**src/rtl/tick_scheduler.sv**
```systemverilog
// Run/stop/pause timebase: programmable divider emitting one-cycle tick enables on clk_in.
// Latency: first tick is high in the cycle after edge k+div_q (k = start edge); tick and err_div are registered.
// Backpressure: cfg_ready is high in IDLE and on an unheld RUN boundary, so the divisor only changes between periods.
//
// Ports:
//   clk_in, rst_n             clock (rising edge) and asynchronous active-low reset
//   start, stop, hold         level controls; priority stop > hold > start
//   oneshot                   captured with an accepted start; one tick then back to IDLE
//   cfg_valid/cfg_ready/cfg_div  divisor update handshake; cfg_div < 2 is rejected via err_div
//   tick, busy, state         tick enable pulse, state != IDLE, 00 IDLE / 01 RUN / 10 PAUSE
//   err_div                   one-cycle pulse after a rejected divisor
//   tick_count                ticks since last accepted start; built only when TICK_COUNT_EN is defined,
//                             otherwise tied to 0
module tick_scheduler #(
  parameter int CNT_W       = 26,
  parameter int DEFAULT_DIV = 25000000,
  parameter int TICKS_W     = 16
) (
  input  logic               clk_in,
  input  logic               rst_n,
  input  logic               start,
  input  logic               stop,
  input  logic               oneshot,
  input  logic               hold,
  input  logic               cfg_valid,
  input  logic [CNT_W-1:0]   cfg_div,
  output logic               cfg_ready,
  output logic               tick,
  output logic               busy,
  output logic [1:0]         state,
  output logic               err_div,
  output logic [TICKS_W-1:0] tick_count
);

  typedef enum logic [1:0] {
    ST_IDLE  = 2'b00,
    ST_RUN   = 2'b01,
    ST_PAUSE = 2'b10
  } state_t;

  state_t           state_q, state_d;
  logic [CNT_W-1:0] cnt_q, cnt_d;
  logic [CNT_W-1:0] div_q, div_d;
  logic             oneshot_q, oneshot_d;
  logic             tick_d;
  logic             err_d;
  logic             at_bnd;
  logic             cfg_xfer;

  // div_q never drops below 2, so div_q-1 cannot underflow.
  assign at_bnd   = (cnt_q == (div_q - CNT_W'(1)));
  assign cfg_xfer = cfg_valid && cfg_ready;
  assign busy     = (state_q != ST_IDLE);
  assign state    = state_q;

  // Ready only where a new divisor cannot cut a period short.
  always_comb begin
    cfg_ready = 1'b0;
    case (state_q)
      ST_IDLE:  cfg_ready = 1'b1;
      ST_RUN:   cfg_ready = at_bnd && !hold;
      default:  cfg_ready = 1'b0;
    endcase
  end

  always_comb begin
    state_d   = state_q;
    cnt_d     = cnt_q;
    div_d     = div_q;
    oneshot_d = oneshot_q;
    tick_d    = 1'b0;
    err_d     = 1'b0;

    if (cfg_xfer) begin
      if (cfg_div < CNT_W'(2)) begin
        err_d = 1'b1;
      end else begin
        div_d = cfg_div;
      end
    end

    case (state_q)
      ST_IDLE: begin
        if (start && !stop) begin
          state_d   = ST_RUN;
          cnt_d     = '0;
          oneshot_d = oneshot;
        end
      end
      ST_RUN, ST_PAUSE: begin
        if (stop) begin
          // A boundary coinciding with stop is swallowed: no tick.
          state_d = ST_IDLE;
          cnt_d   = '0;
        end else if (hold) begin
          state_d = ST_PAUSE;
        end else begin
          // Releasing hold counts on the same edge, so the period grows
          // by exactly the number of PAUSE cycles.
          state_d = ST_RUN;
          if (at_bnd) begin
            cnt_d  = '0;
            tick_d = 1'b1;
            if (oneshot_q) begin
              state_d = ST_IDLE;
            end
          end else begin
            cnt_d = cnt_q + CNT_W'(1);
          end
        end
      end
      default: begin
        state_d = ST_IDLE;
        cnt_d   = '0;
      end
    endcase
  end

  always_ff @(posedge clk_in or negedge rst_n) begin
    if (!rst_n) begin
      state_q   <= ST_IDLE;
      cnt_q     <= '0;
      div_q     <= CNT_W'(DEFAULT_DIV);
      oneshot_q <= 1'b0;
      tick      <= 1'b0;
      err_div   <= 1'b0;
    end else begin
      state_q   <= state_d;
      cnt_q     <= cnt_d;
      div_q     <= div_d;
      oneshot_q <= oneshot_d;
      tick      <= tick_d;
      err_div   <= err_d;
    end
  end

`ifdef TICK_COUNT_EN
  logic               start_acc;
  logic [TICKS_W-1:0] tick_count_q;

  assign start_acc = (state_q == ST_IDLE) && start && !stop;

  // A start accepted in the same cycle as a trailing tick wins: count restarts at 0.
  always_ff @(posedge clk_in or negedge rst_n) begin
    if (!rst_n) begin
      tick_count_q <= '0;
    end else if (start_acc) begin
      tick_count_q <= '0;
    end else if (tick) begin
      tick_count_q <= tick_count_q + TICKS_W'(1);
    end
  end

  assign tick_count = tick_count_q;
`else
  assign tick_count = '0;
`endif

endmodule

```
**config.mk**
```make
export PLATFORM = sky130hd
export DESIGN_NAME = tick_scheduler
export DESIGN_NICKNAME = d
export VERILOG_FILES = /design/src/rtl/tick_scheduler.sv
export SDC_FILE = /design/constraint.sdc
export NUM_CORES = 1
export LEC_CHECK = 0
export BUFFER_PORTS_ARGS = -buffer_cell sky130_fd_sc_hd__buf_2
export CAP_MARGIN = 25
export CORE_MARGIN = 8
export CORE_UTILIZATION = 40
export CTS_CLUSTER_SIZE = 24
export DETAILED_ROUTE_END_ITERATION = 8
export PLACE_DENSITY_LB_ADDON = 0.3
export SETUP_SLACK_MARGIN = 0.4
export SKIP_LAST_GASP = 1
export SLEW_MARGIN = 20
export SYNTH_ARGS = -nofsm -noshare
export SYNTH_HDL_FRONTEND = slang
export SYNTH_SLANG_ARGS = --single-unit
```
**constraint.sdc**
```tcl
create_clock -name clk_in -period 5.2 [get_ports clk_in]
set_input_delay 0.26 -clock clk_in [delete_from_list [all_inputs] [get_ports clk_in]]
set_output_delay 0.26 -clock clk_in [all_outputs]
set_load 0.03 [all_outputs]
```
# Yosys cells after proc, flatten, opt, wreduce, memory -nomap -nowiden

Index checks and enable logic that the tools add are counted.

Add/sub/neg operators: 2
Magnitude comparators: 1
Equality and inequality tests: 5
Muxes and demuxes: 18
Bitwise operators: 1
Reduce and logical (&&, ||, !) cells: 11

Operator list:

| kind                                                | count |
|---|---|
| two-way mux 26 bit                                  | 4 |
| case mux 26 bit (2 select lines)                    | 1 |
| adder 26 x 1 -> 26 bit, second input constant       | 1 |
| equality test 26 bit                                | 1 |
| < comparator 26 x 2 -> 1 bit, second input constant | 1 |
| subtractor 26 x 1 -> 26 bit, second input constant  | 1 |
| two-way mux 1 bit                                   | 8 |
| two-way mux 2 bit                                   | 3 |
| AND reduction 2 bit                                 | 3 |
| case mux 2 bit (2 select lines)                     | 1 |
| logical AND 1 bit                                   | 3 |
| != test 3 bit, second input constant                | 1 |
| equality test 2 x 1 -> 1 bit, second input constant | 1 |
| equality test 2 bit, second input constant          | 1 |
| logical NOT 1 bit                                   | 2 |
| logical NOT 2 bit                                   | 1 |
| != test 2 bit, second input constant                | 1 |
| case mux 1 bit (2 select lines)                     | 1 |
| nonzero test 2 bit                                  | 1 |
| OR reduction 2 bit                                  | 1 |
| inverter 1 bit                                      | 1 |

Flip-flop bits (word level): 57
Input port bits: 33
Output and inout bits: 22
Word-level logic and storage cells: 44

# Logic depth before layout (Yosys ltp)

Depth after elaboration: 6
Mapped depth: 14

# Worst setup path after synthesis

OpenSTA, ideal clock, no wires.

Kind: reg-to-reg
From: reg div_q[0]
To: reg err_div
Setup time: 80 ps
Arrival: 3,667 ps
Data required time: 5,120 ps
Path slack: 1,453 ps
Stages on the path, launching flop included: 14
Buffers on the path: 3
Cell sequence: dfrtp_1 -> clkbuf_1 -> inv_1 -> ha_1 -> or3b_1 -> clkbuf_1 -> or4_1 -> buf_2 -> or4_4 -> a21oi_2 -> o21ai_1 -> or4_4 -> o21ai_2 -> nor3b_2

Longest elaborated chain between the ends: 6

Ends and longest elaborated chain:

| item                            | RTL line | source |
|---|---|---|
| from (decl)                     | 43       | `logic [CNT_W-1:0] div_q, div_d;` |
| from (signal assigned)          | 123      | `div_q <= CNT_W'(DEFAULT_DIV);` |
| from (signal assigned)          | 130      | `div_q <= div_d;` |
| subtractor 26 x 1 -> 26 bit     | 51       | `assign at_bnd = (cnt_q == (div_q - CNT_W'(1)));` |
| equality test 26 bit            | 51       |  |
| logical AND 1 bit               | 61       | `ST_RUN: cfg_ready = at_bnd && !hold;` |
| case mux 1 bit (2 select lines) | 59       | `case (state_q)` |
| via cfg_ready                   | 27       | `output logic cfg_ready,` |
| logical AND 1 bit               | 52       | `assign cfg_xfer = cfg_valid && cfg_ready;` |
| two-way mux 1 bit               | 74       | `if (cfg_xfer) begin` |
| via err_d                       | 46       | `logic err_d;` |
| to (signal assigned)            | 133      | `err_div <= err_d;` |
| to (decl)                       | 31       | `output logic err_div,` |

The timed path passes the listed nets, and every way through them passes these cells.
A chain may end at the register's enable or synchronous reset.

# Worst setup path after layout

From: reg div_q[0]
To: out cfg_ready

Longest elaborated chain between the ends: 4

Ends and longest elaborated chain:

| item                            | RTL line |
|---|---|
| subtractor 26 x 1 -> 26 bit     | 51 |
| equality test 26 bit            | 51 |
| logical AND 1 bit               | 61 |
| case mux 1 bit (2 select lines) | 59 |
| to (decl)                       | 27 |

Every way passes these cells.

==> results.md <==
- DRC violations left: 0
- Post-synth cell types: 58
- Deepest clock path buffer count: 2
- Slew Limit Headroom: 0.521
- Via density: 5.60
- Final Critical Period: 4.39 ns
- First-pass GRT wire length: 15800 um
- Register area: 1440 um^2
- Fin. max-slew vios: 0
- # IOs: 55
- CTS hold repair buffers: 0
- Sequential-to-total area share from yosys stat: 0.356
- Outcome: complete, no violations
- Die H: 117 um
- Clock Latency Late Sink: 0.35 ns
- Gp weighted congestion: 0.875
- Reg2Reg Depth: 10
- Post-CTS Resized: 0
- Fmax: 228 MHz
- Final Hold Violating Endpoints: 0
- WP data required: 4.94 ns
- Final period utilization: 0.845
- Register-to-register setup slack: 1.16 ns
- Congestion Overflow GR: 0
- Synth Register Bits: 57
- CP Launch Type: flip-flop
- Fillers: 953
- Gr usage total: 0.147
- Hold Slack: 0.0389 ns
- DR top layer: met4
- Top FF cell, synth: dfrtp_1
- Dpl hpwl: 6940 um
- Initial antenna violation count: 0
- Core Footprint: 9770 um^2
- Setup TNS: 0 ns
- Post-CTS setup buffer count: 0
- DRT met1 WL: 4430 um
- Data arrival time of the critical path: 4.13 ns
- Htree depth: 3
- Largest net degree at the start of global routing: 58
- Layout area overhead: 9.34%
- Antenna Cells: 0
- Reg clk slew, reported paths: 0.07 ns
- CP endpoint kind: output port
- Metal2 WL: 4210 um
- Worst min path class: in -> async
- Die width: 117 um
- Critical path class: reg -> out
- Core Rows: 36
- Number of global-route vias before repair: 3248
- Final Util: 0.452
- Syn Std Cell Area: 4040 um^2
- Initial Util: 0.414
- Peak supply drop: 244 uV
- DRT iter0 DRCs: 153
- CTS tree: yes
- Pwr Density: 467 nW/um^2
- Crit Path Max Fanout: 22
- Async SR Flop Fraction: 1.00
- P_leak: 1.76 nW
- Worst-margin pin slew: 0.710 ns
- Cts bufs inserted: 9
- Die ar.: 13600 um^2
- Area occupied by multi-input gates: 2320 um^2
- Routed len/inst: 15.6 um
- # nets final: 502
- DRT Pass-1 Iters: 4
- Synth Warn #: 0
- Avg Inst Size Synth: 9.19 um^2
- Port Buffers: 38
- Count of final setup violators: 0
- Layout cells sized above 1: 0.220
- Total wire length: 9420 um
- Max cap viols: 0
- Gate Count Post-Synth: 440
- Clk_skew: 0.00796 ns
- Total clock sinks: 57
- RSZ-0062 raised after global routing: false
- Via count: 3371
- Routed length on met3: 553 um
- Root buf cell: clkbuf_8
- Post-synth EDFFs: 0
- Number of nets with antenna violations after routing: 0
-- area by class of cell --
cell class / count / share of cell area
inverter: 19 / 0.0161
clock buffer: 13 / 0.0359
sequential: 57 / 0.326
multi-input combinational: 335 / 0.526
clock inverter: 3 / 0.00340
tap: 133 / 0.0376
timing repair buffer: 42 / 0.0552
-- synthesized netlist by cell type (all sizes together), types with 2 or more instances --
master | count | share of area
dfrtp | 45 | 0.28
nand2 | 35 | 0.033
buf | 26 | 0.050
mux2 | 26 | 0.089
xnor2 | 25 | 0.054
o21ai | 23 | 0.029
nor2 | 22 | 0.020
inv | 19 | 0.018
nand4 | 19 | 0.029
clkbuf | 18 | 0.017
nand3 | 18 | 0.022
nor4 | 16 | 0.028
nor3 | 14 | 0.017
xor2 | 14 | 0.030
dfstp | 12 | 0.078
or4 | 12 | 0.024
o311ai | 11 | 0.024
a21oi | 9 | 0.013
or3 | 8 | 0.012
a31oi | 7 | 0.011
and3 | 7 | 0.011
o22ai | 6 | 0.0093
ha | 5 | 0.015
a32o | 4 | 0.0099
nand2b | 4 | 0.0062
nand3b | 4 | 0.0074
o211ai | 4 | 0.0074
and2 | 3 | 0.0046
and4 | 3 | 0.0065
nor3b | 3 | 0.0068
a22oi | 2 | 0.0037
mux2i | 2 | 0.0050
o31ai | 2 | 0.0037
-- routing by layer --
layer / vias up / global-route usage
li1: 1639 / -
met1: 1616 / 0.193
met2: 98 / 0.227
met3: 18 / 0.0331
met4: 0 / 0.0674
met5: - / 0
-- cells by family (layout without fill, tap and decap cells) --
group | count (synthesis) | in the layout | synth area share
buffers and inverters | 63 | 77 | 0.0845
other | 1 | 16 | 0.000927
flip-flops | 57 | 57 | 0.356
multiplexers | 28 | 28 | 0.0941
adder cells (fa/ha/maj) | 5 | 5 | 0.0155
XOR/XNOR | 39 | 39 | 0.0845
AO/OA/AOI/OAI | 76 | 76 | 0.128
AND/OR/NAND/NOR | 171 | 171 | 0.236
-- flip-flops by register name, indices dropped and copies added (netlist names) --
name	cells
oneshot_q	1
err_div	1
state	2
cnt_q	26
tick	1
div_q	26
-- placed cells by master (no fill, tap or decap), types with 16 or more instances in the layout --
| cell type | n |
|---|---|
| mux2_4 | 18 |
| nor2_1 | 22 |
| nand4_1 | 19 |
| nand2_1 | 34 |
| dfrtp_1 | 45 |
| inv_1 | 19 |
| buf_2 | 38 |
| conb_1 | 16 |
| xnor2_1 | 25 |
| nand3_1 | 18 |
-- where the power goes --
group          internal [mW]  total [mW]  switching, mW
Combinational          0.428       0.894          0.466
Clock                  0.197       0.377          0.180
Sequential             0.601       0.796          0.195
-- worst max-delay path, stage by stage, from the launching register on --
cell     delay (ns)
dfrtp_1        0.45
inv_1          0.08
ha_1           0.23
or3b_1         0.47
or4_1          0.69
or3_1          0.39
a22oi_1        0.21
nand4_1        0.12
or4_4          0.66
o21ai_2        0.25
buf_2          0.24
-- final timing paths --
path / start / end
setup / recovery: div_q[0] / cfg_ready
hold / removal: rst_n / div_q[4]
hold reg to reg: oneshot_q / oneshot_q
setup reg to reg: div_q[0] / cnt_q[20]
max in group asynchronous: rst_n / cnt_q[19]
min in group clk_in: cfg_div[0] / div_q[0]
-- stage by stage --
stage               setup slack [ns]  cells  cell area, um^2  total power [mW]
floorplan                       1.45    455             4100              1.49
global placement                1.25    584             4210              1.65
detailed placement              1.18    584             4210              1.67
CTS                            0.796    600             4380              2.05
global route                   0.597    602             4420              2.21
finish                         0.807    602             4420              2.07
Note: power is estimated with default switching activity, not from simulation.
